### src/rtl/perf_counters.sv
// perf_counters: six event counters with sticky wrap flags and a registered select-read port.
module perf_counters #(
    parameter int WIDTH   = 32,
    parameter int NUM_CNT = 6
) (
    input  logic               clk,
    input  logic               reset,
    input  logic               count_en,
    input  logic               freeze,
    input  logic               clear,
    input  logic               retire_valid,
    input  logic               stall,
    input  logic               icache_stall,
    input  logic               branch_resolved,
    input  logic               branch_mispredict,
    output logic [WIDTH-1:0]   cycle_count,
    output logic [WIDTH-1:0]   instruction_count,
    output logic [WIDTH-1:0]   stall_count,
    output logic [WIDTH-1:0]   icache_stall_count,
    output logic [WIDTH-1:0]   branch_count,
    output logic [WIDTH-1:0]   branch_mispredicts,
    output logic [NUM_CNT-1:0] overflow,
    input  logic               rd_req,
    input  logic [2:0]         rd_sel,
    output logic               rd_valid,
    output logic [WIDTH-1:0]   rd_data
);
    logic [WIDTH-1:0]   cnt [NUM_CNT];
    logic [NUM_CNT-1:0] inc;
    logic [WIDTH-1:0]   sel_data;
    logic               active;

    always_comb begin
        inc    = {branch_resolved & branch_mispredict, branch_resolved, icache_stall, stall, retire_valid, 1'b1};
        active = count_en & ~freeze;
        sel_data = '0;
        for (int i = 0; i < NUM_CNT; i++)
            sel_data = (rd_sel == 3'(i)) ? cnt[i] : sel_data;
    end

    // reads sample pre-edge counter state, so a read alongside clear sees the old value
    always_ff @(posedge clk) begin
        if (reset) begin
            for (int i = 0; i < NUM_CNT; i++) cnt[i] <= '0;
            overflow <= '0;
            rd_valid <= 1'b0;
            rd_data  <= '0;
        end else begin
            rd_valid <= rd_req;
            if (rd_req) rd_data <= sel_data;
            if (clear) begin
                for (int i = 0; i < NUM_CNT; i++) cnt[i] <= '0;
                overflow <= '0;
            end else if (active) begin
                for (int i = 0; i < NUM_CNT; i++) begin
                    if (inc[i]) begin
                        cnt[i] <= cnt[i] + 1'b1;
                        if (&cnt[i]) overflow[i] <= 1'b1;
                    end
                end
            end
        end
    end

    assign cycle_count        = cnt[0];
    assign instruction_count  = cnt[1];
    assign stall_count        = cnt[2];
    assign icache_stall_count = cnt[3];
    assign branch_count       = cnt[4];
    assign branch_mispredicts = cnt[5];
endmodule
### config.mk
export PLATFORM = sky130hd
export DESIGN_NAME = perf_counters
export DESIGN_NICKNAME = d
export VERILOG_FILES = /design/src/rtl/perf_counters.sv
export SDC_FILE = /design/constraint.sdc
export NUM_CORES = 1
export LEC_CHECK = 0
export BUFFER_PORTS_ARGS = -buffer_cell sky130_fd_sc_hd__buf_2
export CAP_MARGIN = 20
export CORE_MARGIN = 4
export CORE_UTILIZATION = 40
export CTS_BUF_LIST = sky130_fd_sc_hd__clkbuf_4
export CTS_CLUSTER_DIAMETER = 50
export DETAILED_ROUTE_END_ITERATION = 16
export GPL_ROUTABILITY_DRIVEN = 0
export SKIP_LAST_GASP = 1
export SLEW_MARGIN = 5
export SYNTH_ARGS = -nofsm -noshare
export SYNTH_HDL_FRONTEND = slang
export SYNTH_SLANG_ARGS = --single-unit
### constraint.sdc
create_clock -name clk -period 6.7 [get_ports clk]
set_input_delay 0.67 -clock clk [delete_from_list [all_inputs] [get_ports clk]]
set_output_delay 0.67 -clock clk [all_outputs]
set_load 0.005 [all_outputs]
==> results of run 1 <==
==> registers in the layout, summed over array words and instances (netlist names) <==
name	flops
cnt	192
rd_data	32
overflow	6
rd_valid	1
==> synthesized netlist by cell type (all sizes together) (2+ instances only) <==
cell | instances | area (um^2)
a22oi | 25 | 187.7
inv | 19 | 71.32
and4 | 20 | 177.7
and2 | 10 | 62.56
nand4 | 63 | 394.1
nand4b | 2 | 17.52
o21ai | 20 | 100.1
xor2 | 93 | 814.5
or3 | 18 | 112.6
nor3b | 2 | 15.01
nand2 | 106 | 397.9
or2 | 3 | 18.77
nor2b | 3 | 18.77
clkbuf | 56 | 211.5
clkinv | 2 | 7.510
xnor2 | 65 | 569.3
nand3 | 93 | 470.5
nor4 | 52 | 337.8
a41o | 2 | 20.02
buf | 9 | 40.03
a21oi | 17 | 85.08
ha | 6 | 75.07
nor2 | 252 | 945.9
mux4 | 8 | 180.2
o31ai | 2 | 15.01
or4 | 5 | 41.29
edfxtp | 192 | 5766
nor3 | 28 | 145.1
nand2b | 2 | 12.51
dfxtp | 39 | 780.8
and3 | 30 | 187.7
a31oi | 2 | 12.51
a221oi | 31 | 271.5
==> final timing paths <==
path                       to          from
setup reg to reg   cnt[3][30]     cnt[3][9]
setup / recovery   cnt[1][11]         reset
hold / removal    overflow[1]  retire_valid
hold reg to reg   rd_data[30]   rd_data[30]
==> area by class of cell <==
| cell class | instances | area share |
|---|---|---|
| sequential | 231 | 0.4286 |
| multi-input combinational | 968 | 0.3792 |
| timing repair buffer | 263 | 0.09159 |
| clock buffer | 112 | 0.05506 |
| tap | 396 | 0.03244 |
| clock inverter | 15 | 0.007783 |
| inverter | 21 | 0.005161 |
| antenna | 1 | 0.0001639 |
==> stage by stage <==
stage	hold WS (ps)	cells
final	346.8	2007
after floorplan	448.7	1285
after global routing	330.9	2007
after global placement	473.8	1875
after CTS	308.8	2002
after detailed placement	476.8	1875
==> worst max-delay path, stage by stage <==
cell and delay, ps:
buf_2 300, nor2_1 320, and2_1 690, nand2_1 830, a21oi_1 330
==> per-layer routing <==
metal,GRT usage,vias up
li1,-,5295
met1,0.3430,5684
met2,0.3973,650
met3,0.06175,96
met4,0.07432,4
met5,0,-
==> cells by family after synthesis <==
group | count (synthesis) | synth area share
xor+xnor | 158 | 0.1095
compound gates | 104 | 0.05803
fa+ha+maj | 6 | 0.005942
simple gates | 690 | 0.2663
buf+inv | 86 | 0.02614
flops | 231 | 0.5181
mux | 10 | 0.01594
==> power by group through the flow <==
| stage | logic, mW | clock network, mW | registers [mW] |
|---|---|---|---|
| 2_1_floorplan | 0.134 | 0 | 1.74 |
| 3_3_place_gp | 0.277 | 0 | 1.78 |
| 3_5_place_dp | 0.280 | 0 | 1.78 |
| 4_1_cts | 0.281 | 1.51 | 1.75 |
| 5_1_grt | 0.308 | 1.58 | 1.76 |
| 6_report | 0.283 | 1.48 | 1.76 |
==> summary.txt, run 1 <==
Outcome
  – Status: complete, no violations

Timing
  – Setup_tns: 0 ps
  – Max Freq: 0.3722 GHz
  – Final period util: 0.4010
  – Final hold violation count: 0
  – RSZ-0062 raised after global routing: false
  – Skew final: 53.16 ps
  – # setup viols final: 0
  – Relative slew margins: 0.2372
  – Fin worst setup slack: 4013 ps
  – Worst Max-Slew Pin Slew: 1135 ps
  – Crit path time final: 2687 ps
  – Pins Over Slew Limit: 0

Hold path
  – Hold WC Path Type: input port to register
  – Min-Delay Path Depth: 3

Logic synthesis
  – Synth warnings: 0
  – Distinct cell type count after synthesis: 48
  – Cell area after synthesis: 12630 um^2
  – Syn Area/Cell: 9.832 um^2
  – Seq/Total Area, Yosys: 0.5181
  – Post-synthesis register bit count: 231
  – Number of synthesized flops with an enable pin: 192
  – Ys flop type: edfxtp_1
  – Syn_nets: 1305
  – Cells after Synth: 1285
  – Asr flop ratio synth: 0

Place
  – Post-DP HPWL: 32740 um
  – Port bufs: 244
  – Cell Area, Placed: 14240 um^2
  – Worst slack at placement: 3313 ps

Pwr
  – Combinational share of power: 0.080
  – Pwr Total: 3.521 mW
  – Peak supply drop: 0.0001035 V
  – Pleak: 5.861 nW
  – P_int: 2.577 mW
  – Pwr Density: 230.5 nW/um^2
  – Clock share of power: 0.421
  – P_sw: 944.3 uW
  – Net Sw Frac: 0.2682
  – Register share of total power: 0.499

Detailed routing
  – Initial drt markers: 1412
  – Via/cell ratio: 5.844
  – First-pass iteration count of the detailed router: 6
  – Routed Antenna Nets: 0
  – Routed WL per cell: 22.32 um
  – Via count: 11.73k
  – Wl on met1: 17730 um
  – Drt drc: 0
  – Met3 wire len: 4920 um
  – Routed WL: 44790 um
  – Highest Signal Layer: met5
  – Met2 WL: 20840 um

Global routing
  – Vias in the first global route: 10.83k
  – Antenna violations before repair: 3
  – Maximum number of pins on one net before global-route repair: 38
  – Total track usage: 0.2508
  – First-pass GRT wire length: 66270 um
  – Congestion Overflow GR: 0

Floorplanning
  – Core area: 30910 um^2
  – IO Count: 245
  – Die Y: 185.7 um
  – Die width: 185.7 um
  – Die area: 34490 um^2
  – FP Rows: 64
  – Initial Util: 0.4088

Finish
  – NumNets Final: 1574
  – Storage element area: 6546 um^2
  – Area growth from synthesis to layout: 20.88%
  – Layout cells sized above 1: 0.2516
  – Util after Layout: 0.4941
  – Filler cell count: 3036
  – Most common cell after layout, fill and taps aside: nor2_1
  – Most frequent cells in the layout: nor2_1 (252), buf_2 (244), edfxtp_1 (192), clkbuf_4 (113), nand2_1 (106)
  – Multi-input gate area: 5791 um^2
  – Final instance area: 15270 um^2

Worst setup path
  – Category of the worst setup path launch point: input port
  – R2R setup slack: 4030 ps
  – Classification of the worst setup path: input port to register
  – R2r worst-path depth: 5
  – WP data arrival: 3180 ps
  – Setup crit end kind: register
  – Worst EP required: 7190 ps
  – CP max FO: 34

Clock network
  – Post-cts sizing count: 0
  – Worst skew pair latency: 670 ps
  – Clock tree buffer depth: 3
  – Num CTS Buffers: 69
  – CTS tree: done
  – Reg clk slew, reported paths: 60 ps
  – Root Buffer: clkbuf_4
  – Setup bufs post-CTS: 0
  – H-tree depth: 3
  – Clock Sinks: 231
  – Cts hold-fix bufs: 0

Run
  – Total of max-cap violations: 0
(Power assumes the default switching activity.)
==> run 2: changes to the inputs <==
==> constraint.sdc (replaced) <==
create_clock -name clk -period 2.64 [get_ports clk]
set_input_delay 0.264 -clock clk [delete_from_list [all_inputs] [get_ports clk]]
set_output_delay 0.264 -clock clk [all_outputs]
set_load 0.005 [all_outputs]
==> summary.txt, run 2 (same netlist as run 1, synthesis figures left out) <==
Detailed routing
  – Via/cell ratio: 5.764 (-1.4%)
  – Routed Antenna Nets: 0 (unchanged)
  – Routed WL per cell: 22.13 um (-0.83%)
  – Initial drt markers: 1143 (-19%)
  – Routed WL: 45100 um (+0.70%)
  – Drt drc: 0 (unchanged)
  – First-pass iteration count of the detailed router: 8 (+2)
  – Via count: 11.75k (+0.16%)

Floorplanning
  – Initial Util: 0.4088 (unchanged)
  – Die area: 34490 um^2 (unchanged)
  – IO Count: 245 (unchanged)
  – Die Y: 185.7 um (unchanged)
  – Core area: 30910 um^2 (unchanged)
  – FP Rows: 64 (unchanged)
  – Die width: 185.7 um (unchanged)

Clock network
  – H-tree depth: 3 (unchanged)
  – Clock Sinks: 231 (unchanged)
  – Worst skew pair latency: 700 ps (+30 ps)
  – Clock tree buffer depth: 3 (unchanged)
  – Post-cts sizing count: 0 (unchanged)
  – Reg clk slew, reported paths: 70 ps (about the same)
  – CTS tree: done
  – Root Buffer: clkbuf_4
  – Num CTS Buffers: 70 (+1.4%)
  – Cts hold-fix bufs: 4 (+4)
  – Setup bufs post-CTS: 0 (unchanged)

Timing
  – Crit path time final: 2360 ps
  – Worst Max-Slew Pin Slew: 859.2 ps (-275.6 ps)
  – Fin worst setup slack: 279.5 ps (-3734 ps)
  – Fin Hold WS: 91.26 ps (-255.6 ps)
  – Skew final: 54.08 ps (+0.9214 ps)
  – Pins Over Slew Limit: 0 (unchanged)
  – Setup_tns: 0 ps (unchanged)
  – # setup viols final: 0 (unchanged)
  – Final hold violation count: 0 (unchanged)
  – Final period util: 0.8941
  – Relative slew margins: 0.4272 (+0.1900)
  – RSZ-0062 raised after global routing: false
  – Max Freq: 0.4236 GHz

Run
  – Total of max-cap violations: 0 (unchanged)

Finish
  – Most frequent cells in the layout: nor2_1 (252), buf_2 (244), edfxtp_1 (192), nand2_1 (106), clkbuf_4 (100)
  – Most common cell after layout, fill and taps aside: nor2_1
  – Util after Layout: 0.4999 (+0.005829)
  – Reg with most FFs: cnt
  – NumNets Final: 1606 (+2.0%)
  – Area growth from synthesis to layout: 22.30%
  – Layout cells sized above 1: 0.2561 (+0.004545)
  – Largest register FFs: 192 (unchanged)
  – Biggest regs: cnt: 192 flops, rd_data: 32 flops, overflow: 6 flops

Place
  – Worst slack at placement: 369.2 ps (-2943 ps)
  – Post-DP HPWL: 33610 um (+2.7%)
  – Port bufs: 244 (unchanged)

Pwr
  – Pwr Total: 8.660 mW (+150%)
  – Pleak: 5.967 nW (+1.8%)
  – Peak supply drop: 0.0002474 V (+140%)
  – Pwr Density: 560.4 nW/um^2 (+140%)

Global routing
  – Maximum number of pins on one net before global-route repair: 37 (-2.6%)
  – Congestion Overflow GR: 0 (unchanged)
  – First-pass GRT wire length: 66270 um (unchanged)
  – Total track usage: 0.2524 (+0.001657)
  – Antenna violations before repair: 3 (unchanged)
  – Vias in the first global route: 10.79k (-0.35%)

Worst setup path
  – Setup crit end kind: register
  – WP data arrival: 2880 ps (-300 ps)
  – Worst EP required: 3160 ps (-4030 ps)
  – Classification of the worst setup path: register to register
  – CP max FO: 6 (-82%)
  – Category of the worst setup path launch point: register

Outcome
  – Status: complete, no violations

Hold path
  – Hold WC Path Type: input port to register
-- run 2: worst max-delay path: stages, from the launching register on --
cell      delay [ps]
edfxtp_1         530
and4_1           370
nand3_2          170
or3_1            470
or4_1            500
a21oi_1          150
-- run 2: final cells by class --
| class | instances | area (um^2) |
|---|---|---|
| tap | 396 | 495.5 |
| timing repair buffer | 294 | 1669 |
| sequential | 231 | 6546 |
| antenna | 2 | 5.005 |
| inverter | 21 | 78.83 |
| clock inverter | 26 | 122.6 |
| clock buffer | 100 | 750.7 |
| fill | 3034 | 15460 |
| multi-input combinational | 968 | 5784 |
-- run 2: per-stage QoR --
stage	std cells	instance area, um^2
after global routing	2038	15450
after detailed placement	1906	14530
after CTS	2036	15450
after floorplan	1285	12630
after global placement	1906	14530
final	2038	15450
-- run 2: power by group --
part           total [mW]  switching, mW  leakage [nW]  internal (mW)
combinational       0.766          0.450          2.97          0.316
clock                3.45           1.69         0.515           1.76
sequential           4.44          0.315          2.48           4.13
-- run 2: worst paths after layout --
| kind | end | cells past startpoint | slack (ps) | startpoint |
|---|---|---|---|---|
| min | rd_valid | 3 | 90 | reset |
| min reg2reg | overflow[1] | 2 | 460 | overflow[1] |
| max | cnt[3][30] | 5 | 280 | cnt[3][6] |
| max reg2reg | cnt[3][30] | 5 | 280 | cnt[3][6] |
-- run 2: routing by layer --
metal	global-route usage	routed length, um	vias up
met5	0	27	-
met2	0.3925	20200	657
met3	0.06801	5138	96
met1	0.3463	18490	5628
met4	0.07869	1249	4
li1	-	-	5363
